File: src/rtl/req_latch_if.sv
// -----------------------------------------------------------------------------
// req_latch_if
// Purpose : bundles the request-conditioning bus between the raw request
//           source / consumer (master) and the req_latch stage (slave).
// Signals : req_in   - raw asynchronous request lines
//           ack_vld  - consumer serviced index ack_idx this cycle
//           ack_idx  - encoded index being acknowledged
//           ovf_clr  - clears all sticky overflow flags
//           mask     - per-line presentation mask (only with REQ_MASK_EN)
//           pend     - pending vector toward the priority encoder
//           any_pend - OR of pend
//           ovf      - sticky per-line overflow flags
// Config  : REQ_MASK_EN adds the mask signal to both modports.
// -----------------------------------------------------------------------------
interface req_latch_if #(
    parameter int unsigned N = 4
);
    localparam int unsigned IW = $clog2(N);

    logic [N-1:0]  req_in;
    logic          ack_vld;
    logic [IW-1:0] ack_idx;
    logic          ovf_clr;
`ifdef REQ_MASK_EN
    logic [N-1:0]  mask;
`endif
    logic [N-1:0]  pend;
    logic          any_pend;
    logic [N-1:0]  ovf;

`ifdef REQ_MASK_EN
    modport master (
        output req_in, ack_vld, ack_idx, ovf_clr, mask,
        input  pend, any_pend, ovf
    );

    modport slave (
        input  req_in, ack_vld, ack_idx, ovf_clr, mask,
        output pend, any_pend, ovf
    );
`else
    modport master (
        output req_in, ack_vld, ack_idx, ovf_clr,
        input  pend, any_pend, ovf
    );

    modport slave (
        input  req_in, ack_vld, ack_idx, ovf_clr,
        output pend, any_pend, ovf
    );
`endif

endinterface

File: src/rtl/req_latch.sv
// -----------------------------------------------------------------------------
// req_latch
// Purpose : synchronises raw asynchronous request lines, detects rising edges
//           and holds each one as a sticky pending bit until the consumer
//           acknowledges its index. A second edge on a still-pending line
//           raises a sticky overflow flag.
// Ports   : clk    - rising-edge clock, sole domain
//           rst_n  - asynchronous active-low reset
//           bus    - req_latch_if.slave (req_in, ack_vld, ack_idx, ovf_clr,
//                    [mask], pend, any_pend, ovf)
// Config  : REQ_MASK_EN - when defined, pend/any_pend are gated by bus.mask;
//           masked lines still latch events, flag overflow and accept acks.
// -----------------------------------------------------------------------------
module req_latch #(
    parameter int unsigned N           = 4,
    parameter int unsigned SYNC_STAGES = 2
) (
    input  logic        clk,
    input  logic        rst_n,
    req_latch_if.slave  bus
);

    localparam int unsigned IW = $clog2(N);

    // Synchroniser chain: index 0 samples the raw line, top index is the
    // clean synchronised level.
    logic [SYNC_STAGES-1:0][N-1:0] sync_q;
    logic [SYNC_STAGES-1:0][N-1:0] sync_d;
    logic [N-1:0]                  s_d_q;
    logic [N-1:0]                  p_q;
    logic [N-1:0]                  p_d;
    logic [N-1:0]                  ovf_q;
    logic [N-1:0]                  ovf_d;

    logic [N-1:0]                  sync_lvl;
    logic [N-1:0]                  rise;
    logic [N-1:0]                  clr;
    logic [N-1:0]                  pend_c;

    assign sync_lvl = sync_q[SYNC_STAGES-1];
    assign rise     = sync_lvl & ~s_d_q;

    // One-hot decode of the acknowledged index.
    always_comb begin
        clr = '0;
        for (int unsigned i = 0; i < N; i++) begin
            clr[i] = bus.ack_vld && (bus.ack_idx == IW'(i));
        end
    end

    // Next-state: a new edge always wins over a same-cycle clear so no event
    // is lost; overflow set wins over ovf_clr.
    always_comb begin
        sync_d = {sync_q[SYNC_STAGES-2:0], bus.req_in};
        p_d    = rise | (p_q & ~clr);
        ovf_d  = (bus.ovf_clr ? '0 : ovf_q) | (rise & p_q & ~clr);
    end

    // State registers, all cleared asynchronously.
    always_ff @(posedge clk or negedge rst_n) begin
        if (!rst_n) begin
            sync_q <= '0;
            s_d_q  <= '0;
            p_q    <= '0;
            ovf_q  <= '0;
        end else begin
            sync_q <= sync_d;
            s_d_q  <= sync_lvl;
            p_q    <= p_d;
            ovf_q  <= ovf_d;
        end
    end

`ifdef REQ_MASK_EN
    assign pend_c = p_q & ~bus.mask;
`else
    assign pend_c = p_q;
`endif

    assign bus.pend     = pend_c;
    assign bus.any_pend = |pend_c;
    assign bus.ovf      = ovf_q;

endmodule

File: src/flat_wrapper.sv
// flat-port wrapper written by rule: the top's interface ports become plain ports
module req_latch_flat 
#(
    parameter int unsigned N           = 4,
    parameter int unsigned SYNC_STAGES = 2
)
  (clk, rst_n, bus_req_in, bus_ack_vld, bus_ack_idx, bus_ovf_clr, bus_pend, bus_any_pend, bus_ovf);
  req_latch_if #(.N(N)) bus_i ();
  input  logic clk;
  input  logic rst_n;
  input wire logic [$bits(bus_i.req_in)-1:0] bus_req_in;
  input wire logic [$bits(bus_i.ack_vld)-1:0] bus_ack_vld;
  input wire logic [$bits(bus_i.ack_idx)-1:0] bus_ack_idx;
  input wire logic [$bits(bus_i.ovf_clr)-1:0] bus_ovf_clr;
  output wire logic [$bits(bus_i.pend)-1:0] bus_pend;
  output wire logic [$bits(bus_i.any_pend)-1:0] bus_any_pend;
  output wire logic [$bits(bus_i.ovf)-1:0] bus_ovf;
  assign bus_i.req_in = bus_req_in;
  assign bus_i.ack_vld = bus_ack_vld;
  assign bus_i.ack_idx = bus_ack_idx;
  assign bus_i.ovf_clr = bus_ovf_clr;
  assign bus_pend = bus_i.pend;
  assign bus_any_pend = bus_i.any_pend;
  assign bus_ovf = bus_i.ovf;
  req_latch #(.N(N), .SYNC_STAGES(SYNC_STAGES)) u_core (.clk(clk), .rst_n(rst_n), .bus(bus_i));
endmodule
File: config.mk
export PLATFORM = sky130hd
export DESIGN_NAME = req_latch_flat
export DESIGN_NICKNAME = d
export VERILOG_FILES = /design/src/rtl/req_latch_if.sv /design/src/rtl/req_latch.sv /design/src/flat_wrapper.sv
export SDC_FILE = /design/constraint.sdc
export NUM_CORES = 1
export LEC_CHECK = 0
export ABC_AREA = 1
export BUFFER_PORTS_ARGS = -buffer_cell sky130_fd_sc_hd__buf_2
export CAP_MARGIN = 20
export CORE_AREA = 2 2 39 41
export CTS_BUF_LIST = sky130_fd_sc_hd__clkbuf_4 sky130_fd_sc_hd__clkbuf_8
export DETAILED_ROUTE_END_ITERATION = 10
export DIE_AREA = 0 0 41 43
export PLACE_DENSITY = 0.82
export SLEW_MARGIN = 30
export SYNTH_ARGS = -nofsm -noshare
export SYNTH_HDL_FRONTEND = slang
export SYNTH_SLANG_ARGS = --single-unit
File: constraint.sdc
create_clock -name clk -period 1.6 [get_ports clk]
set_input_delay 0.08 -clock clk [delete_from_list [all_inputs] [get_ports clk]]
set_output_delay 0.08 -clock clk [all_outputs]
set_load 0.1 [all_outputs]
## Word-level counts from Yosys, hierarchy flattened

Cells that the tools add are included.

| storage, ports and cells | value |
|---|---|
| bits of input ports | 10 |
| output and inout bits | 9 |
| word-level logic and storage cells | 23 |
| register bits after elaboration | 20 |

| operators by class | value |
|---|---|
| muxes and demuxes | 1 |
| bitwise gates (word level) | 8 |
| equality and inequality tests | 3 |
| reduce and logical (&&, ||, !) cells | 6 |

Operators with widths:

| operator | count |
|---|---|
| 4-bit bitwise AND | 4 |
| 4-bit NOT | 2 |
| 4-bit bitwise OR | 2 |
| 2-bit == test (second input constant) | 2 |
| 1-bit logical AND | 4 |
| 4-bit 2-to-1 mux | 1 |
| 4-bit OR reduction | 1 |
| 2-bit by 1-bit == test with 1-bit output (second input constant) | 1 |
| 2-bit zero test | 1 |

## Longest topological paths before layout

| depth | value |
|---|---|
| depth after elaboration | 5 |
| mapped depth | 5 |
| mapped depth without buffers | 5 |

## Least setup slack after synthesis

No wires, ideal clock.

| timing path | value |
|---|---|
| path kind | reg2out |
| start | reg u_core.p_q[1], in the netlist u_core.bus.pend[1] |
| end | out bus_any_pend |
| arrival time | 1834 ps |
| cell stages (with the launch flop) | 3 |
| slack | -314 ps |
| data required time | 1520 ps |
| path buffers | 0 |
| cells stage by stage | dfrtp_1 > inv_1 > nand3_1 |

| between the ends | value |
|---|---|
| cells in the longest elaborated chain, start to end | 1 |

Ends and longest elaborated chain:

| what | RTL line | text |
|---|---|---|
| from (decl) | req_latch.sv:30 | `logic [N-1:0] p_q;` |
| from (signal assigned) | req_latch.sv:69 | `p_q <= p_d;` |
| 4-bit OR reduction | req_latch.sv:81 | `assign bus.any_pend = \|pend_c;` |
| to (decl) | flat_wrapper.sv:16 | `output wire logic [$bits(bus_i.any_pend)-1:0] bus_any_pend;` |

Every way passes these cells.

## Final worst setup path

| timing path | value |
|---|---|
| start | reg u_core.p_q[3], in the netlist u_core.bus.pend[3] |
| end | out bus_any_pend |

The elaborated chain is that of the path after synthesis.

==> flow_summary.toml <==
[power_and_ir_drop]
leakage_nw = 0.481
ir_worst_vdd_v = 0.000583
p_per_area_nw_per_um2 = 1220

[synth]
synth_warnings = 0
syn_nets = 73
postSynthCellCount = 63
syn_area_um2 = 671
ys_types = 6
avgSynthCellArea_um2 = 10.6
synth_seq_cells = 20
ys_seq_area_frac = 0.746

[placement]
place_inst = 97
post-place-ws_ns = 0.624
portBuffers = 18
gp_congestion = 0.578
hpwl_um = 701

[clock_network]
cts_htree_levels = 1
clock-sinks = 20
cts_tree = "built"
cts_setup_buffers = 0
path_clk_slew_ns = 0.10
numCtsBuffers = 3
insertion_delay_ns = 0.29
cts_max_path_buffers = 2
clockRootBuffer = "clkbuf_4"

[floorplan]
die-area_um2 = 1760
die_h_um = 43
fp.dieW_um = 41
rows = 14
boundaryPins = 19
core_um2 = 1380
start_util = 0.485

[global_route]
use_met1 = 0.156
grt_max_degree = 21
gr-total-overflow = 0
top_usage_layer = "met2"
use_met2 = 0.213
grt_antenna_before_repair = 0
grtUsageTotal = 0.140
grt_first_pass_wirelength_um = 1590
grt_pass1_vias = 428
gr-usage-met3 = 0.0314

[timing]
fin_crit_ns = 1.30
clock_skew_ns = 0.000606
fmax_mhz = 769
fin_crit_sh = 0.813
slew_headroom = 0.677
tns_ns = 0
fin_ws_ns = 0.299
hold_violations = 0
drv_slew = 0
setup_viol = 0
rsz0062_at_grt = "no"
worst_pin_slew_ns = 0.488

[detailed_routing]
wl_per_cell_um = 9.15
drt_iter0_drc = 1
drc = 0
dr_total_vias = 476
first_pass_iters = 4
routed_via_density = 4.53
wl_um = 961
postRouteAntennaNets = 0

[worst_hold_path]
holdPathStages = 4
hold_class = "in2reg"

[setup_path]
endpoint_kind = "primary output"
crit_arrival_ns = 1.22
slowest_stage = "buf_2"
critical_path_depth = 3
start_kind = "flip-flop"
crit_family = "buffers and inverters"
crit_chain = "nor2_1 > nand3_2 > buf_2"
path_max_fanout = 4
setup.worst_path.class = "reg2out"
crit_required_ns = 1.52
r2r_cells = 4
path_buf_inv = 1
crit_path_max_incr_delay_ns = 0.42

[cells_and_area]
fin_nets = 101
syn_to_final_growth_pct = 28.0
final_common_cell = "nand2_1"
final_layout_size_suffix_gt1_frac = 0.247
seq_area_um2 = 500
final_cell_mix = "nand2_1, dfrtp_1, buf_2, inv_1"
antenna_cells = 0
final_cells = 105
multiInputGateArea_um2 = 138
fill_cells = 114

[run_status]
status = "completed"

[job]
maxCapViolations = 0
area by class of cell:
type,count,area share
flip-flops and latches,20,0.583
repair buffers,23,0.163
inverters,10,0.0437
clock buffers,3,0.0262
well taps,16,0.0233
multi-input cells,33,0.160
routing by layer:
metal  up-vias  wire length [um]
li1        243                 -
met5         -                 0
met3         4                70
met4         0                27
met1       210               446
met2        19               417
tightest hold or removal path: cells and delay by family:
kind,cells,cell delay [ns]
buffers and inverters,2,0.13
and+or+nand+nor,2,0.10
synth_stat cells:
| cell type | instances | area, um2 |
|---|---|---|
| nand3_1 | 6 | 30.0 |
| dfrtp_1 | 20 | 500 |
| inv_1 | 10 | 37.5 |
| o21ai_1 | 1 | 5.00 |
| nand2_1 | 21 | 78.8 |
| nor2_1 | 5 | 18.8 |
logic make-up (layout without fill, tap and decap cells):
family                 count (synthesis)  in the layout  synth area share
buffers and inverters                 10             36            0.0560
and+or+nand+nor                       32             32             0.190
AOI/OAI and AO/OA                      1              1           0.00746
DFF                                   20             20             0.746
what timing repair did:
item,CTS,global route
gates resized for setup,0,0
hold endpoints to repair,24,0
hold buffers,5,0
through the flow:
step	area, um2	utilization	hold slack [ns]	total power, W
3_3_place_gp	786	0.568	0.0382	0.000829
2_1_floorplan	676	-	-0.216	0.000776
6_report	858	0.620	0.0605	0.00105
3_5_place_dp	786	0.568	0.0400	0.000833
5_1_grt	858	0.620	0.0919	0.00110
4_1_cts	858	0.620	0.0536	0.00107
power by group:
part           switching, W  leakage, nW  internal, W
logic              0.000221        0.235    0.0000469
registers         0.0000186        0.232     0.000543
clock network      0.000134       0.0138    0.0000876
flip-flops by register name, summed over array words and instances, names as in the netlist:
name,count
u_core.sync_lvl,4
u_core.s_d_q,4
u_core.bus.pend,4
u_core.sync_d,4
u_core.bus.ovf,4
final timing paths:
path / start / endpoint / slack (ns)
worst max-delay path: u_core.bus.pend[3] / bus_any_pend / 0.30
worst min-delay path: bus_ovf_clr / u_core.bus.ovf[2] / 0.06
worst max register to register: u_core.bus.pend[0] / u_core.bus.ovf[0] / 0.86
worst min register to register: u_core.sync_d[4] / u_core.sync_lvl[0] / 0.36
max in group asynchronous: rst_n / u_core.sync_d[6] / 1.07
min in group asynchronous: rst_n / u_core.bus.ovf[0] / 0.24
(Power assumes the default switching activity.)
